[src/rtl/sha_msg_padder.sv]
// sha_msg_padder: FIPS 180-4 padder turning a byte stream into 512-bit SHA-256 blocks.
// Define SHA_PAD_MAXLEN_EN to enforce MAX_BYTES with a sticky err flag.
module sha_msg_padder #(
    parameter int LEN_W     = 64,
    parameter int MAX_BYTES = 65535
) (
    input  logic         clk,
    input  logic         clr,
    input  logic         in_valid,
    output logic         in_ready,
    input  logic [7:0]   in_data,
    input  logic         in_last,
    input  logic         in_empty,
    output logic         start,
    output logic         first,
    output logic [511:0] message,
    input  logic         core_valid,
    input  logic [255:0] hashvalue_in,
    output logic [255:0] hash_out,
    output logic         done,
    output logic         err
);
    typedef enum logic [2:0] {IDLE, FILL, PAD, PAD2, ISSUE, WAIT, DROP} state_t;
    state_t state_q, ret_q;
    logic [6:0] idx_q, ix, nx;
    logic [LEN_W-1:0] bitlen_q, len, nlen;
    logic [511:0] buf_q, pad_blk;
    logic [255:0] hash_q;
    logic last_q, first_q, done_q, acc, byte_ok, over;

    assign in_ready = !clr && (state_q inside {IDLE, FILL, DROP});
    assign acc      = in_valid && in_ready;
    assign byte_ok  = !(in_last && in_empty);
    // A new message restarts index and length from zero on its first beat
    assign ix       = state_q == IDLE ? 7'd0 : idx_q;
    assign len      = state_q == IDLE ? '0 : bitlen_q;
    assign nx       = ix + {6'd0, byte_ok};
    assign nlen     = len + (byte_ok ? LEN_W'(8) : '0);
    assign start    = state_q == ISSUE;
    assign first    = start && first_q;
    assign message  = buf_q;
    assign hash_out = hash_q;
    assign done     = done_q;

    always_comb begin
        pad_blk = '0;
        for (int i = 0; i < 64; i++)
            pad_blk[511-8*i -: 8] = i < int'(idx_q) ? buf_q[511-8*i -: 8] :
                                    (i == int'(idx_q) ? 8'h80 : 8'h00);
        if (idx_q <= 7'd55) pad_blk[LEN_W-1:0] = bitlen_q;
    end

`ifdef SHA_PAD_MAXLEN_EN
    logic err_q;
    assign over = byte_ok && len == LEN_W'(MAX_BYTES) * LEN_W'(8);
    assign err  = err_q;
    always_ff @(posedge clk or posedge clr)
        if (clr) err_q <= 1'b0;
        else if (acc && over && state_q != DROP) err_q <= 1'b1;
`else
    assign over = 1'b0;
    assign err  = 1'b0;
`endif

    always_ff @(posedge clk or posedge clr) begin
        if (clr) begin
            state_q  <= IDLE;
            ret_q    <= FILL;
            idx_q    <= '0;
            bitlen_q <= '0;
            buf_q    <= '0;
            hash_q   <= '0;
            last_q   <= 1'b0;
            first_q  <= 1'b0;
            done_q   <= 1'b0;
        end else begin
            done_q <= 1'b0;
            case (state_q)
                IDLE, FILL: if (acc) begin
                    if (state_q == IDLE) first_q <= 1'b1;
                    if (over) state_q <= in_last ? IDLE : DROP;
                    else begin
                        if (byte_ok) buf_q[{6'd63 - ix[5:0], 3'b000} +: 8] <= in_data;
                        idx_q    <= nx;
                        bitlen_q <= nlen;
                        if (nx[6]) begin
                            state_q <= ISSUE;
                            last_q  <= 1'b0;
                            ret_q   <= in_last ? PAD : FILL;
                        end else state_q <= in_last ? PAD : FILL;
                    end
                end
                DROP: if (acc && in_last) state_q <= IDLE;
                PAD: begin
                    buf_q   <= pad_blk;
                    last_q  <= (idx_q <= 7'd55);
                    ret_q   <= PAD2;
                    state_q <= ISSUE;
                end
                PAD2: begin
                    buf_q   <= {{(512-LEN_W){1'b0}}, bitlen_q};
                    last_q  <= 1'b1;
                    state_q <= ISSUE;
                end
                ISSUE: begin
                    first_q <= 1'b0;
                    state_q <= WAIT;
                end
                WAIT: if (core_valid) begin
                    if (last_q) begin
                        hash_q  <= hashvalue_in;
                        done_q  <= 1'b1;
                        state_q <= IDLE;
                    end else begin
                        idx_q   <= '0;
                        state_q <= ret_q;
                    end
                end
                default: state_q <= IDLE;
            endcase
        end
    end
endmodule

[config.mk]
export PLATFORM = sky130hd
export DESIGN_NAME = sha_msg_padder
export DESIGN_NICKNAME = d
export VERILOG_FILES = /design/src/rtl/sha_msg_padder.sv
export SDC_FILE = /design/constraint.sdc
export NUM_CORES = 2
export LEC_CHECK = 0
export BUFFER_PORTS_ARGS = -buffer_cell sky130_fd_sc_hd__buf_4
export CAP_MARGIN = 20
export CORE_AREA = 2 2 403 405
export CTS_CLUSTER_DIAMETER = 60
export DETAILED_ROUTE_END_ITERATION = 8
export DIE_AREA = 0 0 405 407
export GPL_ROUTABILITY_DRIVEN = 0
export REMOVE_ABC_BUFFERS = 1
export SLEW_MARGIN = 10
export SYNTH_ARGS = -nofsm -noshare
export SYNTH_HDL_FRONTEND = slang
export SYNTH_SLANG_ARGS = --single-unit
[constraint.sdc]
create_clock -name clk -period 34.7 [get_ports clk]
set_input_delay 5.205 -clock clk [delete_from_list [all_inputs] [get_ports clk]]
set_output_delay 5.205 -clock clk [all_outputs]
set_load 0.01 [all_outputs]
Yosys cells after proc, flatten, opt, wreduce, memory -nomap -nowiden

Cells that the tools add are included.

Add/sub/neg operators: 4
Magnitude comparators: 65
Equality and inequality tests: 140
Shift operators: 2
Multiplexer cells: 159
Reduce and logical (&&, ||, !) cells: 87

Operator list:

| operator                                                   | count |
|---|---|
| one-hot mux 512 bit (3 select lines)                       | 1 |
| two-way mux 512 bit                                        | 2 |
| two-way mux 8 bit                                          | 128 |
| bitwise mux 512 bit                                        | 1 |
| variable shift 8 x 11 -> 512 bit (first input constant)    | 1 |
| variable part select 8 x 11 -> 512 bit                     | 1 |
| AND reduction 4 bit                                        | 65 |
| equality test 7 bit (first input constant)                 | 32 |
| less-than comparator 6 x 7 -> 1 bit (first input constant) | 32 |
| two-way mux 64 bit                                         | 2 |
| != test 2 bit (second input constant)                      | 62 |
| equality test 6 x 7 -> 1 bit (first input constant)        | 16 |
| less-than comparator 5 x 7 -> 1 bit (first input constant) | 16 |
| adder 64 x 4 -> 64 bit                                     | 1 |
| equality test 5 x 7 -> 1 bit (first input constant)        | 8 |
| less-than comparator 4 x 7 -> 1 bit (first input constant) | 8 |
| equality test 4 x 7 -> 1 bit (first input constant)        | 4 |
| less-than comparator 3 x 7 -> 1 bit (first input constant) | 4 |
| two-way mux 7 bit                                          | 4 |
| != test 3 bit (second input constant)                      | 8 |
| two-way mux 3 bit                                          | 7 |
| one-hot mux 3 bit (5 select lines)                         | 1 |
| AND reduction 3 bit                                        | 5 |
| equality test 3 x 7 -> 1 bit (first input constant)        | 2 |
| 26 further kinds                                           | 46 |

Register bits: 848
Input bits: 270
Word-level logic and storage cells: 529

Depth between registers and ports, before layout

Depth after elaboration: 9
Mapped depth: 19
Mapped depth without buffers: 10

Worst setup path before layout

Ideal clock, no wire load.

Kind: input-to-output
From: input clr
To: output in_ready
Arrival: 5.374 ns
Data required time: 29.495 ns
Path slack: 24.121 ns
Stages: 1
Cells stage by stage: nor2_1

Word-level cells in the longest chain between the ends: 2

RTL lines:

| item                               | RTL line | source |
|---|---|---|
| start: declaration                 | 8        | `input logic clr,` |
| logical NOT 1 bit (no source line) | -        |  |
| logical AND 1 bit                  | 31       | `assign in_ready = !clr && (state_q inside {IDLE, FILL, DROP});` |
| end: declaration                   | 10       | `output logic in_ready,` |

Every way passes these cells.

Worst setup path in the final report

Same ends and word-level chain as after synthesis.

==> results.md <==
Floorplan:
- The die height is roughly 410 µm.
- The starting density of the core is 0.224.
- The overall die area is approximately 160000 µm².
- The row count is between 100 and 150.
- For this design the top-level I/O count stands at approximately 1000.
- The area of the placeable core is roughly 160000 µm².
- The horizontal die dimension is 405 µm.

Setup path:
- The data arrival at the endpoint of the critical path is around 6.0 ns.
- In this design, the stage delay of the slowest critical-path cell is about 0.4 ns.
- The termination of the worst setup path is in_ready.
- The origin of the critical flop-to-flop path is state_q[0].
- The worst setup path is captured at an output port.
- The buffering stage count on the worst path with inverters included is 2.
- The number of cells on the worst reg-to-reg path is 10.
- The slowest stage of the critical path is the sky130_fd_sc_hd__nor2_1 cell.
- The start-to-end type of the worst setup path is input pin to output port.
- The peak fanout along the critical path is 5.
- The logic depth of the worst setup path including buffers is 3.
- Walking the worst path, the cells encountered are buf_4 -> nor2_1 -> buf_4.
- The startpoint class of the critical path is an input pin.
- For flop-to-flop paths, the worst setup slack is 29.64 ns.
- Among cell families on the critical path, the largest total delay comes from simple AND/OR/NAND/NOR gates.
- STA puts the critical path data required time at just under 30 ns.
- The cell type with the highest occurrence count on the critical path is sky130_fd_sc_hd__buf_4.
- In this run the worst setup path begins at clr.

Run status:
- The flow ran to the end, and the final reports show no timing, DRC or antenna violations.

Placement:
- The pre-CTS setup slack is around 23 ns.
- The total half-perimeter wirelength after legalization and detailed placement is around 140 mm.
- The post-detailed-placement cell area is ~46000 µm².
- The number of input and output port buffers inserted is ~1000.
- The total placed cells including tap cells is a little over 6000.

Routing:
- For this run, design rule violations remaining after detail routing come to 0.
- The number of search-and-repair iterations in the first detailed-routing pass is 7.
- The via count is 30917.
- For this block, the initial DRC count from the detailed router was slightly above 3000.
- In the final routed layout, each cell accounts on average for 29.4 µm.
- Wires add up to between 150 and 200 mm.
- Using the TritonRoute via totals, the vias-per-cell ratio works out to just under 5.
- The detail route stage leaves a number of antenna-violating nets equal to 0.

STA:
- The timing-limited maximum frequency is 89.3 MHz.
- The smallest clock period supported by the final layout is computed as ~11 ns.
- Setup repair after global routing left no endpoint under its margin.
- The final worst slack is 23.50 ns.
- For the pin with the worst max-slew slack, the measured transition is ~1.3 ns.
- The count of pins over their slew limit is 0.
- Setup violations remaining at the end of the flow were counted as 0.
- The final worst hold slack is 0.484 ns.
- Across the routed clock network, the largest skew measured is around 0.069 ns.
- The final-report hold violation count is 0.
- The relative slew slack is 0.160.
- Adding up every negative setup slack in the final design gives 0 ns.
- The post-route clock period utilization is 0.323.

Yosys:
- The prevailing post-synth register cell is sky130_fd_sc_hd__dfrtp_1.
- The count of distinct cell types in the synthesized netlist is between 90 and 100.
- Counting every instance in the synthesized netlist gives 2940.
- Dividing the synthesized area by the synthesized cell count gives between 10 and 15 µm².
- The share of the Yosys chip area taken by registers is 0.589.
- The cell area that synthesis handed to floorplanning was approximately 36000 µm².
- The number of flops mapped to enable cells by yosys is 0.
- For this run, asynchronously set or reset flops after synthesis account for 1.00.
- The number of warnings issued by yosys is 0.
- The total of flip-flops plus latches after synthesis is about 840.

CTS:
- The number of clock buffers added by TritonCTS is between 100 and 150.
- The clock reaches the later pin of the worst-skew pair after just under 0.8 ns.
- The clock passes through at most 3 buffers.
- The H-tree depth is 3.
- Hold repair after CTS inserted 0 buffers.
- The tree built by TritonCTS fans out to roughly 840 sinks.
- The number of buffers added for setup after CTS is 0.
- After clock tree synthesis, the clock-pin slew on the worst setup and hold paths is around 0.05 ns.
- The count of cells resized by post-cts repair is 0.
- The clock root buffer is sky130_fd_sc_hd__clkbuf_16.
- The TritonCTS clock tree is built.

Global route:
- The total routing usage reported by global routing is 0.215.
- The first global-routing pass estimated around 250 mm of wire.
- The via count of the first global-routing pass is slightly above 30000.
- The sum of overflow across all layers after global routing is 0.
- Entering global routing, the biggest net connects about 170 pins.
- The number of antenna violations at the first check in global routing came to 35.

Final layout:
- The final standard cell area without fillers is just over 50000 µm².
- For this run, the post-layout net count is 4271.
- Leaving out fill and tap cells, the most frequent cells in the layout are 1109 x sky130_fd_sc_hd__buf_4, 843 x sky130_fd_sc_hd__dfrtp_1, 353 x sky130_fd_sc_hd__mux2_2, 275 x sky130_fd_sc_hd__nand2_1, 213 x sky130_fd_sc_hd__o2bb2ai_1.
- Measured on the finished design, the core utilization comes to 0.314.
- The post-layout instance count excluding filler cells is between 6000 and 7000.
- The fraction of layout instances using a drive strength above 1 is 0.421.
- Leaving out fill and tap cells, the most frequent cell in the layout is sky130_fd_sc_hd__buf_4.
- The area growth from synthesis to layout is 40.2%.

Pwr:
- The total power per unit cell area is 69.2 nW/µm².
- The largest voltage drop on the vdd net is slightly below 50 µV.
- For this design the static power due to leakage is between 20 and 25 nW.
- The total design power is between 3 and 4 mW.

Job:
- Across the run, the number of max-cap violations was 0.

Worst hold path:
- The worst hold-check path type is register to register.
area by class of cell:
class	count	area [µm²]
Fill cell	16316	110000
Inverter	26	105
Clock inverter	57	703
Antenna cell	16	40.0
Tap cell	2160	2700
Clock buffer	146	3070
Timing Repair Buffer	1114	8430
Sequential cell	844	21100
Multi-Input combinational cell	1899	14100
cells by family after synthesis:
kind of cell             count (synthesis)  share of synthesized area
XOR/XNOR                                55                     0.0136
AND/OR/NAND/NOR                        721                     0.0969
adder cells (fa/ha/maj)                  9                    0.00307
other                                    1                   0.000105
AO/OA/AOI/OAI                          749                      0.162
multiplexers                           364                      0.114
buffers and inverters                  197                     0.0213
flip-flops                             844                      0.589
report_power, final:
group	switching (mW)	leakage (nW)	total (mW)	internal [mW]
Combinational	0.604	9.89	1.04	0.433
Clock	0.491	1.84	1.17	0.684
Sequential	0.104	11.3	1.27	1.16
synthesized netlist by cell type (all sizes together) (43+ instances only):
cell / n / area (µm²)
dfrtp: 843 / 21100
o22ai: 43 / 269
a21oi: 54 / 274
nor3: 53 / 297
nand3: 89 / 445
a22o: 148 / 1300
nand2: 276 / 1040
o21ai: 128 / 641
o2bb2ai: 213 / 1870
nor2: 134 / 503
clkbuf: 147 / 553
mux2: 356 / 4010
worst reg2reg max path: cells and delay by family (launching register included):
family,cells,cell delay (ns)
buf+inv,2,0.79
compound gates,6,2.52
flops,1,0.32
fa+ha+maj,1,0.89
mux,1,0.43
worst min path at each step:
stage                 start      endpoint  cells past startpoint
3_3_place_gp   message[280]  message[280]                      1
4_1_cts        message[360]  message[360]                      1
6_report       message[246]  message[246]                      1
3_5_place_dp   message[280]  message[280]                      1
5_1_grt         message[90]   message[90]                      1
2_1_floorplan       first_q       first_q                      2
metal layers:
metal / GRT usage / wire length (µm)
met1: 0.223 / 62400
met2: 0.373 / 91900
met3: 0.0758 / 18400
met4: 0.128 / 11100
met5: 0.00714 / 63
No activity file was read; power rests on OpenSTA's default activity.
